<file path="src/rtl/to_8bit_mux_if.sv">
// Byte-stream bus for to_8bit_mux: parallel sources, mode select, enable and serialized byte out.
// TO8BIT_VALID_EN adds the dataValid/frameStart sideband.
interface to_8bit_mux_if;
    logic        enb;
    logic [7:0]  dataIn;
    logic [15:0] dataIn16;
    logic [31:0] dataIn32;
    logic [1:0]  dataS;
    logic [7:0]  dataOut;
`ifdef TO8BIT_VALID_EN
    logic        dataValid;
    logic        frameStart;

    modport master (output enb, dataIn, dataIn16, dataIn32, dataS,
                    input  dataOut, dataValid, frameStart);
    modport slave  (input  enb, dataIn, dataIn16, dataIn32, dataS,
                    output dataOut, dataValid, frameStart);
`else
    modport master (output enb, dataIn, dataIn16, dataIn32, dataS,
                    input  dataOut);
    modport slave  (input  enb, dataIn, dataIn16, dataIn32, dataS,
                    output dataOut);
`endif
endinterface

</file>
<file path="src/rtl/to_8bit_mux.sv">
// Serializes an 8/16/32-bit source into one byte per clock, MSB byte first.
// Optional macro TO8BIT_VALID_EN adds registered dataValid/frameStart outputs.
module to_8bit_mux #(
    parameter logic [7:0] IDLE_BYTE = 8'h00
) (
    input logic          clk,
    input logic          rst,
    to_8bit_mux_if.slave bus
);

    logic [1:0]  cnt;
    logic [1:0]  cntNext;
    logic [1:0]  prevS;
    logic [31:0] hold;
    logic [31:0] holdNext;
    logic [7:0]  outReg;
    logic [7:0]  outNext;
    logic        frameBegin;

    // A mode change restarts the frame in the same cycle, whatever cnt holds.
    assign frameBegin = (cnt == 2'd0) || (bus.dataS != prevS);

    always_comb begin
        cntNext  = 2'd0;
        holdNext = hold;
        outNext  = IDLE_BYTE;
        case (bus.dataS)
            2'b00: begin
                outNext = bus.dataIn;
            end
            2'b01: begin
                if (frameBegin) begin
                    holdNext = {hold[31:16], bus.dataIn16};
                    outNext  = bus.dataIn16[15:8];
                    cntNext  = 2'd1;
                end else begin
                    outNext  = hold[7:0];
                end
            end
            2'b10: begin
                if (frameBegin) begin
                    holdNext = bus.dataIn32;
                    outNext  = bus.dataIn32[31:24];
                    cntNext  = 2'd1;
                end else begin
                    cntNext = cnt + 2'd1;
                    case (cnt)
                        2'd1:    outNext = hold[23:16];
                        2'd2:    outNext = hold[15:8];
                        default: outNext = hold[7:0];
                    endcase
                end
            end
            default: begin
                outNext = IDLE_BYTE;
            end
        endcase
    end

    always_ff @(posedge clk or negedge rst) begin
        if (!rst) begin
            cnt    <= 2'd0;
            hold   <= 32'd0;
            prevS  <= 2'b00;
            outReg <= 8'h00;
        end else if (bus.enb) begin
            cnt    <= cntNext;
            hold   <= holdNext;
            prevS  <= bus.dataS;
            outReg <= outNext;
        end
    end

    assign bus.dataOut = outReg;

`ifdef TO8BIT_VALID_EN
    logic validReg;
    logic validNext;
    logic fsReg;
    logic fsNext;

    always_comb begin
        validNext = (bus.dataS != 2'b11);
        fsNext    = (bus.dataS == 2'b00) ||
                    (((bus.dataS == 2'b01) || (bus.dataS == 2'b10)) && frameBegin);
    end

    always_ff @(posedge clk or negedge rst) begin
        if (!rst) begin
            validReg <= 1'b0;
            fsReg    <= 1'b0;
        end else if (bus.enb) begin
            validReg <= validNext;
            fsReg    <= fsNext;
        end
    end

    assign bus.dataValid  = validReg;
    assign bus.frameStart = fsReg;
`endif

endmodule

</file>
<file path="src/flat_wrapper.sv">
// flat-port wrapper written by rule: the top's interface ports become plain ports
module to_8bit_mux_flat 
#(
    parameter logic [7:0] IDLE_BYTE = 8'h00
)
  (clk, rst, bus_enb, bus_dataIn, bus_dataIn16, bus_dataIn32, bus_dataS, bus_dataOut);
  to_8bit_mux_if bus_i ();
  input logic clk;
  input logic rst;
  input wire logic [$bits(bus_i.enb)-1:0] bus_enb;
  input wire logic [$bits(bus_i.dataIn)-1:0] bus_dataIn;
  input wire logic [$bits(bus_i.dataIn16)-1:0] bus_dataIn16;
  input wire logic [$bits(bus_i.dataIn32)-1:0] bus_dataIn32;
  input wire logic [$bits(bus_i.dataS)-1:0] bus_dataS;
  output wire logic [$bits(bus_i.dataOut)-1:0] bus_dataOut;
  assign bus_i.enb = bus_enb;
  assign bus_i.dataIn = bus_dataIn;
  assign bus_i.dataIn16 = bus_dataIn16;
  assign bus_i.dataIn32 = bus_dataIn32;
  assign bus_i.dataS = bus_dataS;
  assign bus_dataOut = bus_i.dataOut;
  to_8bit_mux #(.IDLE_BYTE(IDLE_BYTE)) u_core (.clk(clk), .rst(rst), .bus(bus_i));
endmodule
</file>
<file path="config.mk">
export PLATFORM = sky130hd
export DESIGN_NAME = to_8bit_mux_flat
export DESIGN_NICKNAME = d
export VERILOG_FILES = /design/src/rtl/to_8bit_mux_if.sv /design/src/rtl/to_8bit_mux.sv /design/src/flat_wrapper.sv
export SDC_FILE = /design/constraint.sdc
export NUM_CORES = 1
export LEC_CHECK = 0
export ABC_AREA = 1
export ABC_CLOCK_PERIOD_IN_PS = 1800
export CAP_MARGIN = 20
export CORE_ASPECT_RATIO = 0.9
export CORE_MARGIN = 10
export CORE_UTILIZATION = 35
export CTS_BUF_LIST = sky130_fd_sc_hd__clkbuf_8
export DETAILED_ROUTE_END_ITERATION = 16
export GPL_TIMING_DRIVEN = 0
export SLEW_MARGIN = 20
export SYNTH_ARGS = -nofsm -noshare
export SYNTH_HDL_FRONTEND = slang
export SYNTH_SLANG_ARGS = --single-unit
</file>
<file path="constraint.sdc">
create_clock -name clk -period 1.8 [get_ports clk]
set_input_delay 0.36 -clock clk [delete_from_list [all_inputs] [get_ports clk]]
set_output_delay 0.36 -clock clk [all_outputs]
set_load 0.005 [all_outputs]
</file>
### Word-level counts from Yosys, hierarchy flattened

Cells that the tools add are included.
Widths: inputs -> output; s select.

| operators by class | value |
|---|---|
| add/subtract/negate cells | 1 |
| equality and inequality tests | 7 |
| muxes and demuxes | 10 |
| bitwise logic cells | 1 |
| reduce and logical (&&, ||, !) cells | 6 |

Operators with widths:

| cell | number |
|---|---|
| $pmux 24 s2 | 1 |
| $mux 24 | 1 |
| $pmux 8 s3 | 1 |
| $mux 16 | 1 |
| $mux 8 | 2 |
| $pmux 8 s2 | 1 |
| $reduce_and 4->1 | 2 |
| $eq 2x1->1 const B | 2 |
| $eq 2x2->1 const B | 2 |
| $logic_not 2->1 | 2 |
| $ne 2x1->1 const B | 2 |
| $pmux 2 s2 | 1 |
| $add 2x1->2 const B | 1 |
| $mux 2 | 1 |
| $ne 2x2->1 | 1 |
| $reduce_bool 2->1 | 1 |
| $logic_or 1x1->1 | 1 |
| $mux 1 | 1 |
| $not 1->1 | 1 |

| storage, ports and cells | value |
|---|---|
| bits in registers | 36 |
| input port bits | 61 |
| output and inout bits | 8 |
| logic and storage cells | 30 |

### Depth between registers and ports, before layout

Gate-level depths: netlist (run 1).

| logic depth | value |
|---|---|
| depth in word-level cells | 4 |
| gate-level depth with buffers | 11 |
| depth with buffers taken out | 10 |

### Worst setup path after synthesis (run 1)

No wires, ideal clock.

| timing | value |
|---|---|
| kind | input to register |
| start | in bus_dataS[1] |
| end | reg u_core.hold[6] |
| setup time | 0.118 ns |
| data arrival time | 1.478 ns |
| setup slack | 0.203 ns |
| stages | 9 |
| path buffers | 2 |
| cell sequence | inv_2 ha_1 clkbuf_1 nor2_1 o21ai_4 inv_4 buf_6 nand2_2 o21ai_2 |

| between the ends | value |
|---|---|
| cells in the longest elaborated chain, start to end | 4 |
| elaborated cells between the ends (all ways) | 9 |
| classes of those cells | eq/ne: 5; mux: 1; reduce/logical: 3 |

Ends and longest elaborated chain:

| element | RTL line | text |
|---|---|---|
| start: declaration | flat_wrapper.sv:14 | `input wire logic [$bits(bus_i.dataS)-1:0] bus_dataS;` |
| $ne 2x2->1 | to_8bit_mux.sv:21 | `assign frameBegin = (cnt == 2'd0) \|\| (bus.dataS != prevS);` |
| $logic_or 1x1->1 | to_8bit_mux.sv:21 |  |
| $ne 2x1->1 (no line) | n/a |  |
| $reduce_and 4->1 (no line) | n/a |  |
| end signal: assignment | to_8bit_mux.sv:68 | `hold <= holdNext;` |
| end: declaration | to_8bit_mux.sv:14 | `logic [31:0] hold;` |

Several ways; a longest one is shown, not always the timed one. The select of a mux whose other input is x is not followed.
A chain may end at the register's enable or synchronous reset.

### Final worst setup path (run 1)

| timing | value |
|---|---|
| start | reg u_core.cnt[0] |
| end | reg u_core.outReg[6], in the netlist u_core.bus.dataOut[6] |

| between the ends | value |
|---|---|
| cells in the longest elaborated chain, start to end | 4 |
| elaborated cells between the ends (all ways) | 8 |
| classes of those cells | eq/ne: 2; mux: 4; reduce/logical: 2 |

Ends and longest elaborated chain:

| element | RTL line | text |
|---|---|---|
| start: declaration | to_8bit_mux.sv:11 | `logic [1:0] cnt;` |
| start signal: assignment | to_8bit_mux.sv:67 | `cnt <= cntNext;` |
| $eq 2x2->1, or another cell as far along | to_8bit_mux.sv:47 | `case (cnt)` |
| $pmux 8 s2 / $logic_or 1x1->1 (equally long branches) | to_8bit_mux.sv:47, to_8bit_mux.sv:21 |  |
| $mux 8, on equally long branches | to_8bit_mux.sv:41, to_8bit_mux.sv:32 |  |
| $pmux 8 s3 * | to_8bit_mux.sv:27 | `case (bus.dataS)` |
| end signal: assignment | to_8bit_mux.sv:70 | `outReg <= outNext;` |
| end: declaration | to_8bit_mux.sv:16 | `logic [7:0] outReg;` |

Every way passes the cells marked *; elsewhere a longest branch is shown, timed or not.

==> results.txt, run 1 <==
The tree is rooted in a clkbuf_8. The tools report the total count of max-transition violations in the final report as 0. Path class of the lowest-slack min-delay path: in -> reg. The endpoint type of the worst setup path was a flip-flop.

The repair_antennas step left the layout with diodes totalling 0. The share of total power consumed by net switching works out to 0.321. Initial standard-cell utilization of the core: 0.361.

Clock edge transition at the registers on the reported setup and hold paths: 0.07 ns. Once placement finished, the instance area stood at 3170 um2. The layout overhead on the synthesized area is 38.5%.

In this run the remaining antenna-violating nets after routing total 0. The maximum number of pins on one net before global-route repair is 29, and the tightest hold margin is 0.384 ns. STA puts the critical path data required time at 1.98 ns. After global routing the overflow that remains totals 0. The logs give 0.246 for the clock network power share and 0 for the number of remaining DRC errors.

Yosys mapped the design onto 26 distinct sky130hd cell types. For this block, wires on met1 add up to 3.51 mm. Power spread over the standard cell area amounts to 684 nW/um2.

The maximum level of the CTS H-tree was 2; the data arrival time at the worst-slack endpoint was 1.88 ns. Synthesis inferred 36 register bits. Setup violations remaining at the end of the flow were counted as 0. The end-of-flow core utilization is 0.499. For the via count of the first global-routing pass, the log shows 2626. Final hold violation count: 0. Clock latency on the worst-skew pair, taken at its later pin, is 0.29 ns. The worst register-to-register path has a setup slack of 0.10 ns. The first-pass iteration count of the detailed router came out at 4.

The first routing iteration left 71 violations. The final period demand of the worst path came out at 1.70 ns. After synthesis, the cell types taking the most area are dfrtp_1, nand2_1, nand3_1, o21ai_0, inv_1. Summing over every cut layer, the via total after detailed routing is 2384. During synthesis, Yosys emitted a total of 0 warnings. The floorplan step defined a core boundary enclosing 6590 um2.

For the internal power contribution, the log shows 1530 uW. In the detailed route, the total length drawn on met3 is 394 um. The highest metal layer carrying signal wires in the routed design is met4. The most critical setup path has its endpoint at u_core.bus.dataOut[6]. Max-cap violations in this run came to 0. The first global-routing pass estimated 12.8 mm of wire. Across the VDD grid, the largest voltage drop is 0.277 mV. The filler cells instantiated in the layout total 697.

The number of clock buffers inserted by TritonCTS was 5; the cell count after synthesis was 331. Each instance of the synthesized netlist takes up on average 7.17 um2. The logs give 0.312 for the combinational share of power and 0 for the number of antenna violations at the first check in global routing. The fraction of the cycle the final worst path needs is 0.942. Type of element launching the critical path: a flip-flop. The area of all placed cells without fillers is 3290 um2, and the area of the mapped netlist is 2370 um2. After the last flow step, the layout net total stands at 475. After detailed routing, the average wire length per cell comes to 15.4 um. The tools report the clock tree skew after final layout as 0.00544 ns.

The highest attainable clock frequency was 590 MHz; the total routed wirelength was 7.66 mm. The run gives 0.442 as the sequential power share. In the layout the commonest cells are nand2_1, clkdlybuf4s50_1, nand3_1.

The run finished with clean final reports. The die is 98.1 um tall. Summed over all instances, the cell type with the most area after synthesis is dfrtp_1. The fraction of layout cells with a size suffix above 1 came out at 0.148. The logs give 0.152 for the global-route usage over all layers and 5.89 mm for the placed wire-length estimate after detailed placement. TritonCTS built the clock tree.

Actual transition at the worst max-transition pin: 0.662 ns. The run gives 3.65 mm as the met2 wire length. During placement, the flow inserted port buffers numbering 67.

Vias per cell: 4.81. The run gives 0.557 as the headroom to the max-slew limit. The share of Yosys cell area claimed by the top area cell type was 0.379; the full die area was 10500 um2. At the end of routability-driven placement, the weighted congestion stood at 0.813.

Critical setup path kind: reg -> reg. The run gives 36 as the total number of clock tree sinks. The analysis attributes to cell leakage a power of 0.00159 uW. The worst register-to-register path ends at u_core.bus.dataOut[6]. When the netlist entered floorplanning its net count stood at 400. Measured in cells, the most critical reg-to-reg path has a length of 11.

The launch point of the worst reg-to-reg path is u_core.cnt[0]. The analysis attributes to net switching a power of 723 uW. Setup repair after global routing could not meet its margin everywhere. In this run the horizontal extent of the chip is 107 um. The tools report the sequential area share after synthesis as 0.379. For the number of placement rows, the log shows 28.

Of all nets on the critical path, the largest fanout is 10. The worst hold path passes through 2 cells. The startpoint of the worst setup timing path was u_core.cnt[0]. Leaving out fill and tap cells, the most frequent cell in the layout is nand2_1. The maximum clock path buffer count was 2; the count of pins on the block boundary was 69.
per-layer routing:
| layer | GRT usage | vias up |
|---|---|---|
| met3 | 0.0348 | 7 |
| met1 | 0.185 | 1114 |
| met2 | 0.254 | 65 |
| met5 | 0 | - |
| li1 | - | 1198 |
| met4 | 0.0583 | 0 |
worst min path at each step:
stage | from | end
floorplan | rst | u_core.bus.dataOut[0]
global placement | u_core.hold[14] | u_core.hold[14]
detailed placement | rst | u_core.hold[17]
CTS | bus_enb | u_core.cnt[0]
global route | bus_enb | u_core.cnt[0]
finish | bus_enb | u_core.cnt[0]
cell usage after synthesis (all sizes together):
cell,count
ha,8
nor2,7
nand2,131
o22ai,2
inv,35
nand3,50
clkinv,1
clkbuf,5
o21ai,34
a21oi,3
dfrtp,36
buf,11
mux2,8
state kept, by name, summed over array words and instances, names as in the netlist:
register            flops
u_core.prevS            2
u_core.bus.dataOut      8
u_core.hold            24
u_core.cnt              2
critical path: stages (launching register included):
cell	delay, ns
dfrtp_1	0.36
inv_2	0.06
ha_1	0.22
inv_1	0.08
nand3_1	0.11
nor2_4	0.24
buf_4	0.22
nand2_1	0.06
nand3_1	0.07
nand3_1	0.06
nand2_1	0.06
nand2_1	0.05
power groups by stage:
stage                     Clock (uW)  Combinational, uW  Sequential [uW]
after floorplan                    0                382              993
after global placement             0                672             1010
after detailed placement           0                685             1010
after CTS                        567                696              993
after global routing             605                788             1010
final                            553                701              995
what timing repair did:
action | CTS | global route
setup buffers | 1 | 1
hold buffers | 1 | 0
hold endpoints to repair | 8 | 0
resized for setup | 10 | 9
pin swaps | 1 | 0
endpoints found under the setup margin | 34 | 16
metrics by stage:
step	power, uW	TNS, ns	setup WS (ns)	cells
2_1_floorplan	1380	0	0.203	331
3_3_place_gp	1680	-40.61	-0.764	488
3_5_place_dp	1690	-20.46	-0.787	489
4_1_cts	2260	0	0.0125	497
5_1_grt	2400	-0.310	-0.0479	496
6_report	2250	0	0.104	496
area by class of cell:
cell class | count | area (um2) | share of cell area
Buffer | 13 | 98.8 | 0.0300
Clock buffer | 5 | 68.8 | 0.0209
Clock inverter | 2 | 8.76 | 0.00266
Inverter | 36 | 138 | 0.0418
Multi-Input combinational cell | 243 | 1250 | 0.381
Sequential cell | 36 | 901 | 0.274
Tap cell | 90 | 113 | 0.0342
Timing Repair Buffer | 71 | 708 | 0.215
kinds of logic after synthesis:
| kind of cell | count (synthesis) | synth area share |
|---|---|---|
| compound gates | 39 | 0.102 |
| fa+ha+maj | 8 | 0.0422 |
| buf+inv | 52 | 0.0948 |
| flops | 36 | 0.379 |
| mux | 8 | 0.0379 |
| simple gates | 188 | 0.344 |
(Power assumes the default switching activity.)
==> inputs of run 2 (changes only) <==
- ABC_CLOCK_PERIOD_IN_PS: 1800 -> 2000
- HOLD_SLACK_MARGIN: default -> 0.15
- TNS_END_PERCENT: default -> 1
- clock period: 1.8 -> 2 ns (I/O delays scaled with it)
==> run 2 against run 1 <==
Compared with the run above: total power fell by 10%; sequential cell count did not move; core utilization barely moved; cell area barely moved; count of clock-buffer cells in the layout did not move; cell count rose by 0.20%; register-to-register slack improved by 0.10 ns; combinational power fell by 11%; non-clock buffer count rose by 1; sequential share of layout area barely moved; wire length fell by 0.17%; sequential power fell by 10%; critical path type unchanged.
==> results.txt, run 2 (same netlist as run 1, synthesis figures left out) <==
The flow ran to the end, and the final reports show no timing, DRC or antenna violations. The tools report the weighted congestion at the end of routability-driven global placement as 0.813 (unchanged). The vias per cell works out to 4.87 (was 4.81).

Commonest cells after routing, fill and taps aside: nand2_1, clkdlybuf4s50_1, nand3_1 (unchanged). Fraction of layout cells with a size suffix above 1: 0.143 (was 0.148). The sequential power share came out at 0.444 (was 0.442). The number of clock buffers inserted by TritonCTS was 5 (unchanged); the biggest fanout along the worst timing path was 10 (unchanged).

The tools report the placed wire-length estimate after detailed placement as 5.89 mm (unchanged). The worst reg-to-reg path cell count is 11 (unchanged). The standard cell with the maximum stage delay on the critical path was dfrtp_1 (unchanged). The headroom to the max-slew limit was 0.534 (was 0.557). The full die area is 10500 um2 (unchanged), and the total number of clock tree sinks is 36 (unchanged).

Cell depth of the worst hold path: 2 (unchanged). The most common cell after layout, fill and taps aside was nand2_1 (unchanged). The combinational share of power came out at 0.308 (was 0.312).

Number of antenna violations at the first check in global routing: 0 (unchanged). The tools report the sum of overflow across all layers after global routing as 0 (unchanged). The final setup violation count is 0 (unchanged), and the post-detailed-route count of antenna-violating nets is 0 (unchanged). The tools report the core area as 6590 um2 (unchanged). The first-pass GRT wire length is 12.8 mm (about the same), and the count of pins on the block boundary is 69 (unchanged).

The routed wirelength normalized by instance count was 15.4 um (about the same). The overall die width is 107 um (unchanged), and the via count of the first global-routing pass is 2621 (was 2626). The final setup TNS was 0 ns (unchanged); the final period demand of the worst path was 1.79 ns (was 1.70 ns). The static power due to leakage was 0.00160 uW (was 0.00159 uW). The layout overhead on the synthesized area is 38.4% (was 38.5%).

The required arrival time at the worst endpoint was 2.18 ns (was 1.98 ns); the total count of max-transition violations in the final report was 0 (unchanged). Maximum clock path buffer count: 2 (unchanged). Setup repair after global routing left no endpoint under its margin. Cell-by-cell trace of the critical path: inv_1 -> ha_1 -> buf_2 -> clkbuf_2 -> nand3_1 -> o21ai_0 -> nand2_1 -> nand3_1 -> nand3_1 -> nand2_1 -> nand2_1 (was inv_2 -> ha_1 -> inv_1 -> nand3_1 -> nor2_4 -> buf_4 -> nand2_1 -> nand3_1 -> nand3_1 -> nand2_1 -> nand2_1).

The power density of the placed cells works out to 613 nW/um2 (was 684 nW/um2). The endpoint type of the worst setup path was a flip-flop (unchanged). For the initial standard-cell utilization of the core, the log shows 0.361 (unchanged). The highest attainable clock frequency was 557 MHz (was 590 MHz). The path class of the lowest-slack min-delay path is in -> reg (unchanged).

The maximum number of pins on one net before global-route repair was 29 (unchanged); the actual transition at the worst max-transition pin was 0.697 ns (was 0.662 ns). The count of nets after finishing is 476 (was 475). The total routed wirelength is 7.64 mm (was 7.66 mm), and the via count is 2419 (was 2384).

The tools report the count of fill cells added during filler insertion as 695 (was 697). Power dissipated by switching net loads: 650 uW (was 723 uW). The clock edge transition at the registers on the reported setup and hold paths came out at 0.07 ns (about the same).

The flip-flop count of the largest register, all copies and words added works out to 24 (unchanged). The critical setup path kind is reg -> reg (unchanged). The type of element launching the critical path was a flip-flop (unchanged).

The global-route usage over all layers is 0.152 (about the same). The run gives 1.98 ns (was 1.88 ns) as the data arrival time at the worst-slack endpoint. The tools report the cell at the root of the clock tree as clkbuf_8 (unchanged). The vertical die dimension works out to 98.1 um (unchanged).

For the maximum level of the CTS H-tree, the log shows 2 (unchanged). For the first-pass iteration count of the detailed router, the log shows 4 (unchanged). Number of violations reported at the end of detailed-routing iteration 0: 101 (was 71). The fraction of the cycle the final worst path needs came out at 0.897 (was 0.942). For the final hold violation count, the log shows 0 (unchanged).

The logs give 0.00758 ns (was 0.00544 ns) for the clock tree skew after final layout and 1360 uW (was 1530 uW) for the internal power contribution. The tools report the number of remaining DRC errors as 0 (unchanged). The end-of-flow core utilization was 0.499 (about the same); the longest individual stage delay on the worst path was 0.35 ns (was 0.36 ns). The share of total power consumed by net switching is 0.323 (was 0.321), and the clock network power share is 0.248 (was 0.246). The register name with the most flops was u_core.hold (unchanged). The port buffer count came out at 67 (unchanged).

The max capacitance violation total came out at 0 (unchanged). The run gives 0.246 mV (was 0.277 mV) as the maximum resistive drop on vdd. Clock insertion delay at the later pin of the skew report: 0.29 ns (about the same).

For the antenna diode count, the log shows 0 (unchanged). TritonCTS built the clock tree. The number of placement rows was 28 (unchanged).
run 2: cell types whose count changed in the layout (fill, tap and decap cells not counted), moves of 2 or more:
cell,previous run,this run
inv_1,29,31
inv_2,6,4
o21ai_1,2,0
clkbuf_1,0,2
dlygate4sd2_1,2,0
dlymetal6s2s_1,0,2
o21ai_0,23,25
buf_6,4,2
run 2: worst paths after layout:
check / start / to / slack (ns)
min in group asynchronous: rst / u_core.hold[17] / 0.50
max reg2reg: u_core.cnt[0] / u_core.bus.dataOut[5] / 0.21
max: u_core.cnt[0] / u_core.bus.dataOut[5] / 0.21
max in group asynchronous: rst / u_core.hold[2] / 1.07
min: bus_enb / u_core.cnt[0] / 0.42
min reg2reg: u_core.bus.dataOut[1] / u_core.bus.dataOut[1] / 0.48
run 2: stage by stage:
stage | cell area [um2] | setup WS [ns] | instances | total power, uW | hold slack, ns
2_1_floorplan | 2370 | 0.363 | 331 | 1240 | 0.104
3_3_place_gp | 3160 | -0.604 | 488 | 1510 | 0.466
3_5_place_dp | 3170 | -0.627 | 489 | 1520 | 0.285
4_1_cts | 3270 | 0.0302 | 497 | 2030 | 0.421
5_1_grt | 3290 | 0.0203 | 497 | 2150 | 0.425
6_report | 3290 | 0.206 | 497 | 2020 | 0.420
run 2: routing by layer:
layer | global-route usage | share of wire | up-vias
met3 | 0.0361 | 0.069 | 10
met2 | 0.254 | 0.47 | 81
met1 | 0.183 | 0.44 | 1130
met4 | 0.0593 | 0.015 | 0
met5 | 0 | 0 | -
li1 | - | - | 1198
run 2: power by group through the flow:
stage | Sequential (uW) | Clock (uW) | Combinational, uW
global route | 909 | 545 | 699
CTS | 894 | 510 | 625
global placement | 905 | 0 | 605
floorplan | 894 | 0 | 344
detailed placement | 906 | 0 | 617
finish | 895 | 499 | 621
run 2: what timing repair did:
item                                    in CTS  in global routing
buffers inserted                             1                  0
hold buffers                                 1                  0
pin swaps                                    1                  1
gates resized for setup                      4                  8
hold endpoints to repair                     8                  0
endpoints found under the setup margin      21                 30
run 2: area by class of cell:
class                   instances  area [um2]  share of cell area
plain buffers                  15        93.8              0.0285
clock buffers                   5        68.8              0.0209
clock inverters                 2        8.76             0.00266
inverters                      36         138              0.0419
multi-input cells             243        1260               0.382
flip-flops and latches         36         901               0.274
well taps                      90         113              0.0343
repair buffers                 70         708               0.215
run 2: worst max-delay path, delay by kind of cell (launching register included):
family / cells / cell delay, ns
AND/OR/NAND/NOR: 6 / 0.45
AO/OA/AOI/OAI: 1 / 0.09
adder cells (fa/ha/maj): 1 / 0.27
flip-flops: 1 / 0.35
buffers and inverters: 3 / 0.53
